<file path="src/rtl/lsu_pkg.sv">
// rtl/lsu_pkg.sv - shared FSM states, access-size encodings and load/store data helpers for lsu_mem_port
package lsu_pkg;

  typedef enum logic [1:0] {
    IDLE = 2'd0,
    REQ  = 2'd1,
    WAIT = 2'd2,
    RESP = 2'd3
  } lsu_state_e;

  localparam logic [1:0] SZ_8B = 2'd0;
  localparam logic [1:0] SZ_4B = 2'd1;
  localparam logic [1:0] SZ_2B = 2'd2;
  localparam logic [1:0] SZ_1B = 2'd3;

  function automatic logic [7:0] size_mask(input logic [1:0] size);
    case (size)
      SZ_8B:   size_mask = 8'hFF;
      SZ_4B:   size_mask = 8'h0F;
      SZ_2B:   size_mask = 8'h03;
      default: size_mask = 8'h01;
    endcase
  endfunction

  // 8B loads pass through untouched, so the sign bit has no effect there.
  function automatic logic [63:0] extend(input logic [63:0] data, input logic [1:0] size,
                                         input logic sign);
    case (size)
      SZ_8B:   extend = data;
      SZ_4B:   extend = {{32{sign & data[31]}}, data[31:0]};
      SZ_2B:   extend = {{48{sign & data[15]}}, data[15:0]};
      default: extend = {{56{sign & data[7]}}, data[7:0]};
    endcase
  endfunction

endpackage

</file>
<file path="src/rtl/lsu_align.sv">
// rtl/lsu_align.sv - byte-lane alignment: store data/mask shifted into a two-word window,
// load data shifted down from the two-word read buffer and extended
module lsu_align
  import lsu_pkg::*;
#(
  parameter int XLEN = 64,
  localparam int BYTES = XLEN / 8,
  localparam int OFF_W = $clog2(BYTES)
) (
  input  logic [OFF_W-1:0]   off_i,
  input  logic [1:0]         size_i,
  input  logic               sign_i,
  input  logic [XLEN-1:0]    wdata_i,
  input  logic [2*XLEN-1:0]  rbuf_i,
  output logic [2*XLEN-1:0]  wdata_o,
  output logic [2*BYTES-1:0] wmask_o,
  output logic [XLEN-1:0]    rdata_o
);

  logic [1:0]       size_eff;
  logic [7:0]       smask;
  logic [OFF_W+2:0] bit_off;
  logic [XLEN-1:0]  rshift;
  logic [63:0]      rext;

  always_comb begin
    // A 32-bit port has no 8-byte access; fold it onto a full-word access.
    size_eff = ((XLEN == 32) && (size_i == SZ_8B)) ? SZ_4B : size_i;
    smask    = size_mask(size_eff);
    bit_off  = {off_i, 3'b000};
    wdata_o  = {{XLEN{1'b0}}, wdata_i} << bit_off;
    wmask_o  = {{BYTES{1'b0}}, smask[BYTES-1:0]} << off_i;
    rshift   = XLEN'(rbuf_i >> bit_off);
    rext     = extend(64'(rshift), size_eff, sign_i);
    rdata_o  = rext[XLEN-1:0];
  end

endmodule

</file>
<file path="src/rtl/lsu_mem_port.sv">
// rtl/lsu_mem_port.sv - multi-cycle load/store port onto a request/grant memory bus.
// LSU_MISALIGN_EN: split word-crossing accesses into two beats; otherwise reject them with resp_err.
module lsu_mem_port
  import lsu_pkg::*;
#(
  parameter int XLEN   = 64,
  parameter int ADDR_W = 32,
  localparam int BYTES = XLEN / 8,
  localparam int OFF_W = $clog2(BYTES)
) (
  input  logic              clk,
  input  logic              rst,
  input  logic              req_valid,
  output logic              req_ready,
  input  logic [ADDR_W-1:0] req_addr,
  input  logic [2:0]        req_op,
  input  logic              req_we,
  input  logic [XLEN-1:0]   req_wdata,
  output logic              resp_valid,
  input  logic              resp_ready,
  output logic [XLEN-1:0]   resp_rdata,
  output logic              resp_err,
  output logic              mem_req,
  input  logic              mem_gnt,
  output logic              mem_we,
  output logic [ADDR_W-1:0] mem_addr,
  output logic [XLEN-1:0]   mem_wdata,
  output logic [BYTES-1:0]  mem_wmask,
  input  logic              mem_rvalid,
  input  logic [XLEN-1:0]   mem_rdata
);

  lsu_state_e          state_q, state_d;
  logic [ADDR_W-1:0]   addr_q, addr_d;
  logic [2:0]          op_q, op_d;
  logic                we_q, we_d;
  logic [XLEN-1:0]     wdata_q, wdata_d;
  logic                beat_q, beat_d;
  logic [2*XLEN-1:0]   buf_q, buf_d;

  logic [2*XLEN-1:0]   wide_wdata;
  logic [2*BYTES-1:0]  wide_mask;
  logic [XLEN-1:0]     ld_data;
  logic                two_beat;
  logic                misalign_err;
  logic [ADDR_W-1:0]   beat_base;

  lsu_align #(.XLEN(XLEN)) u_align (
    .off_i   (addr_q[OFF_W-1:0]),
    .size_i  (op_q[1:0]),
    .sign_i  (op_q[2]),
    .wdata_i (wdata_q),
    .rbuf_i  (buf_q),
    .wdata_o (wide_wdata),
    .wmask_o (wide_mask),
    .rdata_o (ld_data)
  );

  assign two_beat  = |wide_mask[2*BYTES-1:BYTES];
  assign beat_base = {addr_q[ADDR_W-1:OFF_W], {OFF_W{1'b0}}};

`ifdef LSU_MISALIGN_EN
  assign misalign_err = 1'b0;
`else
  assign misalign_err = two_beat;
`endif

  always_ff @(posedge clk or posedge rst) begin
    if (rst) begin
      state_q <= IDLE;
      addr_q  <= '0;
      op_q    <= '0;
      we_q    <= 1'b0;
      wdata_q <= '0;
      beat_q  <= 1'b0;
      buf_q   <= '0;
    end else begin
      state_q <= state_d;
      addr_q  <= addr_d;
      op_q    <= op_d;
      we_q    <= we_d;
      wdata_q <= wdata_d;
      beat_q  <= beat_d;
      buf_q   <= buf_d;
    end
  end

  always_comb begin
    state_d = state_q;
    addr_d  = addr_q;
    op_d    = op_q;
    we_d    = we_q;
    wdata_d = wdata_q;
    beat_d  = beat_q;
    buf_d   = buf_q;
    case (state_q)
      IDLE: begin
        if (req_valid) begin
          state_d = REQ;
          addr_d  = req_addr;
          op_d    = req_op;
          we_d    = req_we;
          wdata_d = req_wdata;
          beat_d  = 1'b0;
        end
      end
      REQ: begin
        // A rejected crossing access passes through REQ without raising mem_req.
        if (misalign_err) state_d = RESP;
        else if (mem_gnt) state_d = WAIT;
      end
      WAIT: begin
        if (mem_rvalid) begin
          if (beat_q) buf_d[2*XLEN-1:XLEN] = mem_rdata;
          else        buf_d[XLEN-1:0]      = mem_rdata;
          if (two_beat && !beat_q) begin
            state_d = REQ;
            beat_d  = 1'b1;
          end else begin
            state_d = RESP;
          end
        end
      end
      RESP: begin
        if (resp_ready) state_d = IDLE;
      end
      default: state_d = IDLE;
    endcase
  end

  // Every output decodes from state and registered request data only.
  always_comb begin
    req_ready  = (state_q == IDLE);
    mem_req    = (state_q == REQ) && !misalign_err;
    mem_we     = mem_req & we_q;
    mem_addr   = '0;
    mem_wdata  = '0;
    mem_wmask  = '0;
    if (mem_req) begin
      mem_addr  = beat_q ? (beat_base + ADDR_W'(BYTES)) : beat_base;
      mem_wdata = beat_q ? wide_wdata[2*XLEN-1:XLEN] : wide_wdata[XLEN-1:0];
      mem_wmask = beat_q ? wide_mask[2*BYTES-1:BYTES] : wide_mask[BYTES-1:0];
    end
    resp_valid = (state_q == RESP);
    resp_err   = resp_valid & misalign_err;
    resp_rdata = (resp_valid && !we_q && !misalign_err) ? ld_data : '0;
  end

endmodule

</file>
<file path="config.mk">
export PLATFORM = sky130hd
export DESIGN_NAME = lsu_mem_port
export DESIGN_NICKNAME = d
export VERILOG_FILES = /design/src/rtl/lsu_pkg.sv /design/src/rtl/lsu_align.sv /design/src/rtl/lsu_mem_port.sv
export SDC_FILE = /design/constraint.sdc
export NUM_CORES = 1
export LEC_CHECK = 0
export BUFFER_PORTS_ARGS = -buffer_cell sky130_fd_sc_hd__buf_2
export CAP_MARGIN = 20
export CORE_ASPECT_RATIO = 0.7
export CORE_UTILIZATION = 35
export DETAILED_ROUTE_END_ITERATION = 8
export GPL_TIMING_DRIVEN = 0
export MAX_ROUTING_LAYER = met4
export SYNTH_ARGS = -nofsm -noshare
export SYNTH_HDL_FRONTEND = slang
export SYNTH_SLANG_ARGS = --single-unit
export TNS_END_PERCENT = 100
</file>
<file path="constraint.sdc">
create_clock -name clk -period 12.6 [get_ports clk]
set_input_delay 3.78 -clock clk [delete_from_list [all_inputs] [get_ports clk]]
set_output_delay 3.78 -clock clk [all_outputs]
set_load 0.05 [all_outputs]
</file>
==> results of run 1 <==
## metrics by stage
stage                     hold slack (ns)  utilization [%]  total power [mW]
after floorplan                     0.473                -              4.31
after global placement              0.491             41.1              5.54
after detailed placement            0.493             41.2              5.59
after CTS                           0.508             43.1              6.35
after global routing                0.528             43.1              6.71
final                               0.505             43.1              6.47
## kinds of logic after synthesis
| group | count (synthesis) |
|---|---|
| fa+ha+maj | 1 |
| compound gates | 294 |
| simple gates | 322 |
| other cells | 1 |
| mux | 381 |
| xor+xnor | 29 |
| flops | 223 |
| buf+inv | 144 |
## routing by layer
metal	vias to the layer above	global-route usage, %	share of wire (%)
li1	6041	-	-
met1	7499	42.8	42
met2	1057	43.4	42
met3	220	8.78	11
met4	0	14.7	5.1
met5	-	-	0
## cells in the mapped netlist (7+ instances only)
cell      instances  area [um2]
o22a_1            8        70.1
nor2b_1          20         125
xor2_1           22         193
o21a_1           18         135
clkbuf_1         47         176
a31oi_1          10        62.6
a211oi_1         17         128
inv_1             9        33.8
nor3_1           21         105
dfrtp_1         223        5580
nor2_1          115         432
nand2_1         103         387
buf_2            59         295
xnor2_1           7        61.3
buf_4            14         105
a21oi_1          67         335
a21oi_2          29         254
nand2b_1          8        50.1
and2_1            7        43.8
mux4_2          109        2450
mux2i_1          53         531
nand4_1          16         100
buf_1             8        30.0
o22ai_1          17         106
o21ai_0          21         105
mux2_2          216        2430
a22oi_1          85         638
nand3_1          13        65.1
## report_power, final
| group | internal [mW] | switching (mW) |
|---|---|---|
| registers | 1.07 | 0.484 |
| logic | 1.58 | 2.58 |
| clock network | 0.425 | 0.324 |
| total | 3.08 | 3.39 |
## registers in the layout, indices dropped and copies added, names as in the netlist
signal and count:
buf_q 120, wdata_q 64, addr_q 32, op_q 3, state_q 2, beat_q 1
we_q 1
## layout make-up
| type | instances | area (um2) | share of cell area, % |
|---|---|---|---|
| Clock buffer | 30 | 674 | 3.58 |
| Tap cell | 594 | 743 | 3.94 |
| Timing Repair Buffer | 340 | 1720 | 9.15 |
| Clock inverter | 15 | 145 | 0.770 |
| Antenna cell | 5 | 12.5 | 0.0664 |
| Sequential cell | 223 | 5580 | 29.6 |
| Buffer | 134 | 674 | 3.58 |
| Inverter | 10 | 45.0 | 0.239 |
| Multi-Input combinational cell | 1030 | 9250 | 49.1 |
## path summary, 6_finish.rpt
path | startpoint | to | slack [ns] | depth (start not counted)
min in group asynchronous | rst | buf_q[36]$_DFFE_PP0P_ | 3.34 | 2
worst min register to register | buf_q[116]$_DFFE_PP0P_ | buf_q[116]$_DFFE_PP0P_ | 0.51 | 1
worst max register to register | beat_q$_DFFE_PP0P_ | buf_q[17]$_DFFE_PP0P_ | 9.83 | 4
max in group asynchronous | rst | addr_q[14]$_DFFE_PP0P_ | 8.09 | 3
worst min-delay path | buf_q[116]$_DFFE_PP0P_ | buf_q[116]$_DFFE_PP0P_ | 0.51 | 1
worst max-delay path | addr_q[2]$_DFFE_PP0P_ | resp_rdata[52] | 5.00 | 9
## worst register-to-register path, delay by kind of cell (launching register included)
family / cells / cell delay (ns)
muxes: 1 / 0.42
DFF: 1 / 0.37
buffers and inverters: 2 / 1.02
and+or+nand+nor: 1 / 0.85
==> parameters.txt, run 1 <==
Parameter                              Value

Outcome
  Result of the run ... finished clean

Cells and area
  Filler instances ... 4292
  Synth-to-layout area growth ... 21.3%
  Final #Nets ... between 1500 and 2000
  Finished Cell Area ... between 0.015 and 0.02 mm2
  Post-route non-filler standard cell count ... 2381
  Top library cells by usage in the layout, fill and taps aside ... buf_2 (398), dfrtp_1 (223), mux2_2 (216)
  Most common cell after layout, fill and taps aside ... buf_2
  Share of post-route cells with drive strength above 1 ... a little under half

Critical path
  Critical Path Source Type ... flop
  CP Class ... flop to output pin
  Cell type group with the largest total delay on the critical path ... buffers and inverters
  CP max-delay cell ... nor3_1
  Biggest fanout along the worst timing path ... 10
  CP endpoint kind ... output pin
  Cells along the critical path ... buf_4, buf_6, inv_2, buf_2, nor3_1, clkbuf_1, a22oi_1, a21oi_2, buf_2
  Most common cell type on the critical path ... buf_2
  Stage delay of the slowest cell on the critical path ... between 0.9 and 1 ns
  Crit path buf inv count ... 6
  Worst endpoint data arrival time ... 3.82 ns
  Critical Path RT ... about 8.8 ns

Logic synthesis
  Primary flip-flop cell chosen by synthesis mapping ... dfrtp_1
  Number of synthesized flops with an enable pin ... 0
  Combinational family with the most area after synthesis ... multiplexers
  Post-synthesis async set-or-reset flop share ... 100%
  Unique masters post-synth ... 62
  Fraction of the mapped netlist area in adder cells ... less than 1%
  Average size of a mapped cell ... ~11 um2
  Synth Area in Compound Gates ... 13.2%
  Synthesized-area fraction occupied by and/or/nand/nor cells ... a little under a tenth
  Area of the mapped netlist ... roughly 0.016 mm2
  Sequential fraction of the synthesis area ... 35.9%
  Yosys synthesis warning count ... 0
  Synth Instances ... 1395
  Xor and xnor area share after synthesis ... 1.64%
  Post-synthesis mux area share ... 35.2%
  Synthesized flop and latch total ... between 200 and 250

Clock network
  Inserted Clock Buffers ... 25
  Hold-fix buffers, CTS ... 0
  Post-cts sizing count ... 0
  Clock tree from TritonCTS ... done
  Worst-skew pair later-pin latency ... approximately 0.55 ns
  Clock tree sinks ... ~220
  Clock tree root buffer cell ... clkbuf_16
  Clock Tree Buf Depth ... 3
  H-Tree Level Count ... 1
  Clock-pin slew on the worst setup and hold paths ... around 0.06 ns
  Number of setup buffers added after CTS ... 0

Route
  Average routed wire per standard cell ... a little under 30 um
  DRT iter0 DRCs ... 1539
  Vias per inst ... between 6 and 7
  ANT nets after route ... 0
  Aggregate routed wire length ... around 70 mm
  Drc violations ... 0
  Number of detailed-routing iterations run before antenna repair ... 6
  DR vias ... roughly 15000

Global route
  Initial antenna violation count ... 5
  Total routing usage reported by global routing ... 31.6%
  Pin count of the biggest net entering global routing ... approximately 130
  Wire length of the first global-routing pass ... ~99 mm
  Overall overflow remaining after global route ... 0
  Number of global-route vias before repair ... roughly 14000

Power
  Static Leak ... a little over 8 nW
  Worst vdd rail ir drop ... 0.115 mV
  Power per standard cell area ... roughly 340 mW/mm2

Timing
  Setup violations, final ... 0
  Final Hold Violating Endpoints ... 0
  Max-slew violations ... 0
  Slew of the pin with the lowest slew margin ... 1.22 ns
  Worst rel slew slack ... 18.2%
  Setup_tns ... 0 ns
  Final worst path period share ... 60.3%
  Post-layout min period ... between 7 and 8 ns
  Fmax ... 132 MHz
  RSZ-0062 raised after global routing ... no
  Crit path setup slack, layout ... 5.00 ns
  Clock Skew ... roughly 0.022 ns

Die
  Site row count ... between 60 and 70
  Overall die width ... 254 um
  Area enclosed by the die boundary ... 0.0452 mm2
  Die height ... about 180 um
  Starting density of the core ... ~36%
  Count of pins on the block boundary ... between 300 and 400
  Core region area ... roughly 0.044 mm2

Flow run
  Number of maximum-capacitance constraint violations ... 0

Min path
  Min-delay worst type ... flop to flop

Place
  Placed instance area ... ~0.018 mm2
  Number of cells after detailed placement ... 2331
  Placement-stage worst setup slack ... around 5.7 ns
  Placed wire-length estimate after detailed placement ... 52.0 mm
  Weighted congestion at the end of routability-driven global placement ... ~1
  Input/output buffers ... between 300 and 400
Note: power is estimated with default switching activity, not from simulation.
==> inputs of run 2 (changes only) <==
clock period = 6.8 ns   (was 12.6 ns; I/O delays follow)
==> run 2 against run 1 <==
Against the previous run: non-clock buffer count rose by 7; flip-flop and latch count did not move; register-to-register slack got worse by 5.9 ns; first-iteration DRC count fell by 2.9%; hold slack improved by 0.0022 ns; clock-buffer cell count rose by 8; sequential share of layout area fell by 0.088 points; global-route usage rose by 0.24 points; die area did not move; highest routed layer unchanged; total power rose by 85%; combinational power rose by 87%; critical path depth did not move; largest cell class unchanged.
==> parameters.txt, run 2 (synthesis gave the netlist of run 1 again) <==
Parameter                              Value

Timing
  RSZ-0062 raised after global routing ... no
  Fmax ... around 180 MHz
  Clock Skew ... 0.0108 ns (-0.0117 ns)
  Worst rel slew slack ... 22.1% (+3.9 points)
  Max-slew violations ... 0 (unchanged)
  Slew of the pin with the lowest slew margin ... 1.17 ns (-0.0485 ns)
  Crit path setup slack, layout ... 1.10 ns (-3.90 ns)
  Post-layout min period ... 5.70 ns
  Final Hold Violating Endpoints ... 0 (unchanged)
  Setup violations, final ... 0 (unchanged)
  Final worst path period share ... between 80% and 90%
  Setup_tns ... 0 ns (unchanged)

Clock network
  Clock-pin slew on the worst setup and hold paths ... 0.06 ns (about the same)
  Post-cts sizing count ... 0 (unchanged)
  Number of setup buffers added after CTS ... 0 (unchanged)
  Inserted Clock Buffers ... 25 (unchanged)
  Clock tree root buffer cell ... clkbuf_16
  Hold-fix buffers, CTS ... 0 (unchanged)
  Clock Tree Buf Depth ... 3 (unchanged)
  Clock tree from TritonCTS ... done
  Worst-skew pair later-pin latency ... 0.54 ns (about the same)
  H-Tree Level Count ... 1 (unchanged)
  Clock tree sinks ... 223 (unchanged)

Critical path
  Stage delay of the slowest cell on the critical path ... 0.86 ns (-0.09 ns)
  Critical Path Source Type ... flop
  Worst endpoint data arrival time ... 3.66 ns (-0.16 ns)
  Critical Path RT ... 4.76 ns (-4.06 ns)
  Biggest fanout along the worst timing path ... 10 (unchanged)
  CP Class ... flop to output pin
  Cells along the critical path ... buf_4, buf_6, inv_2, buf_2, clkbuf_1, clkbuf_1, a22oi_1, nor2_1, buf_2
  CP max-delay cell ... clkbuf_1
  CP endpoint kind ... output pin

Power
  Power per standard cell area ... 633 mW/mm2 (+85%)
  Internal power ... 5.69 mW (+84%)
  Static Leak ... 8.08 nW (+0.49%)
  NetSw ... 6.29 mW (+86%)
  Relative contribution of combinational cells to total power ... 64.9% (+0.5 points)
  Worst vdd rail ir drop ... 0.225 mV (+96%)
  Sequential fraction of design power ... 24.1% (about the same)
  Switching fraction of total power ... 52.5% (+0.16 points)
  Clk pwr share ... 11.0% (-0.6 points)

Cells and area
  Largest regs ... buf_q (120), wdata_q (64), addr_q (32)
  Post-layout util ... 43.2% (+0.13 points)
  Most common cell after layout, fill and taps aside ... buf_2
  Final #Nets ... 1942 (+0.36%)
  Register bank with the most flops ... buf_q
  Share of post-route cells with drive strength above 1 ... 46.6% (-0.075 points)
  Post-route non-filler standard cell count ... 2384 (+0.13%)
  Max reg flops ... 120 (unchanged)
  Filler instances ... 4277 (-0.35%)
  Synth-to-layout area growth ... 21.7%
  Top library cells by usage in the layout, fill and taps aside ... buf_2 (398), dfrtp_1 (223), mux2_2 (216)

Place
  Placed wire-length estimate after detailed placement ... 52.6 mm (+1.1%)
  Weighted congestion at the end of routability-driven global placement ... 0.992 (-1.2%)
  Number of cells after detailed placement ... 2336 (+0.21%)
  Placement-stage worst setup slack ... 1.64 ns (-4.05 ns)
  Input/output buffers ... 339 (unchanged)

Die
  Starting density of the core ... 35.5% (unchanged)
  Site row count ... 64 (unchanged)
  Area enclosed by the die boundary ... 0.0452 mm2 (unchanged)
  Count of pins on the block boundary ... 343 (unchanged)
  Core region area ... 0.0437 mm2 (unchanged)
  Overall die width ... 254 um (unchanged)
  Die height ... 178 um (unchanged)

Route
  DRT iter0 DRCs ... 1494 (-2.9%)
  ANT nets after route ... 0 (unchanged)
  Drc violations ... 0 (unchanged)
  Average routed wire per standard cell ... 29.8 um (+0.50%)
  Aggregate routed wire length ... 71.1 mm (+0.63%)
  Number of detailed-routing iterations run before antenna repair ... 6 (unchanged)
  DR vias ... 14663 (-1.0%)
  Vias per inst ... 6.15 (-1.2%)

Min path
  Min-delay worst type ... flop to flop

Global route
  Total routing usage reported by global routing ... 31.8% (+0.24 points)
  Initial antenna violation count ... 3 (-2)
  Pin count of the biggest net entering global routing ... 43 (-66%)
  Overall overflow remaining after global route ... 0 (unchanged)
  Wire length of the first global-routing pass ... 99.7 mm (+0.68%)
  Number of global-route vias before repair ... 14143 (-0.98%)

Flow run
  Number of maximum-capacitance constraint violations ... 0 (unchanged)

Outcome
  Result of the run ... finished clean
-- run 2: final cells by class --
| cell class | instances | area, um2 | share of cell area (%) |
|---|---|---|---|
| Tap cell | 594 | 743 | 3.93 |
| Inverter | 10 | 41.3 | 0.218 |
| Sequential cell | 223 | 5580 | 29.5 |
| Buffer | 134 | 674 | 3.57 |
| Clock buffer | 38 | 744 | 3.94 |
| Clock inverter | 5 | 32.5 | 0.172 |
| Multi-Input combinational cell | 1030 | 9250 | 48.9 |
| Timing Repair Buffer | 347 | 1830 | 9.69 |
| Antenna cell | 3 | 7.51 | 0.0397 |
-- run 2: path summary, 6_finish.rpt --
path,from,to,cells past startpoint,slack (ns)
worst min register to register,buf_q[116]$_DFFE_PP0P_,buf_q[116]$_DFFE_PP0P_,1,0.51
worst min-delay path,buf_q[116]$_DFFE_PP0P_,buf_q[116]$_DFFE_PP0P_,1,0.51
max in group asynchronous,rst,addr_q[10]$_DFFE_PP0P_,5,4.21
min in group asynchronous,rst,buf_q[32]$_DFFE_PP0P_,2,1.53
worst max-delay path,addr_q[2]$_DFFE_PP0P_,mem_wdata[23],9,1.10
worst max register to register,beat_q$_DFFE_PP0P_,buf_q[46]$_DFFE_PP0P_,4,3.92
-- run 2: critical path: cells and delay by family (launching register included) --
kind,cells,cell delay [ns]
buffers and inverters,7,2.26
DFF,1,0.36
AOI/OAI and AO/OA,1,0.23
and+or+nand+nor,1,0.26
-- run 2: power groups by stage --
stage | clock network (mW) | logic, mW | registers, mW
floorplan | 0 | 5.53 | 2.46
global placement | 0 | 7.50 | 2.81
detailed placement | 0 | 7.54 | 2.84
CTS | 1.34 | 7.57 | 2.82
global route | 1.40 | 8.07 | 2.96
finish | 1.32 | 7.77 | 2.88
-- run 2: metrics by stage --
stage / hold WS [ns] / area (um2) / power [mW]
2_1_floorplan: 0.473 / 15500 / 7.99
3_3_place_gp: 0.488 / 18000 / 10.3
3_5_place_dp: 0.492 / 18100 / 10.4
4_1_cts: 0.505 / 18900 / 11.7
5_1_grt: 0.520 / 18900 / 12.4
6_report: 0.507 / 18900 / 12.0
-- run 2: per-layer routing --
metal	GRT usage, %	part of all wire [%]	routed length, um
met1	43.2	42	30000
met2	43.6	42	29600
met3	8.97	11	7590
met4	14.7	5.5	3880
met5	-	0	0
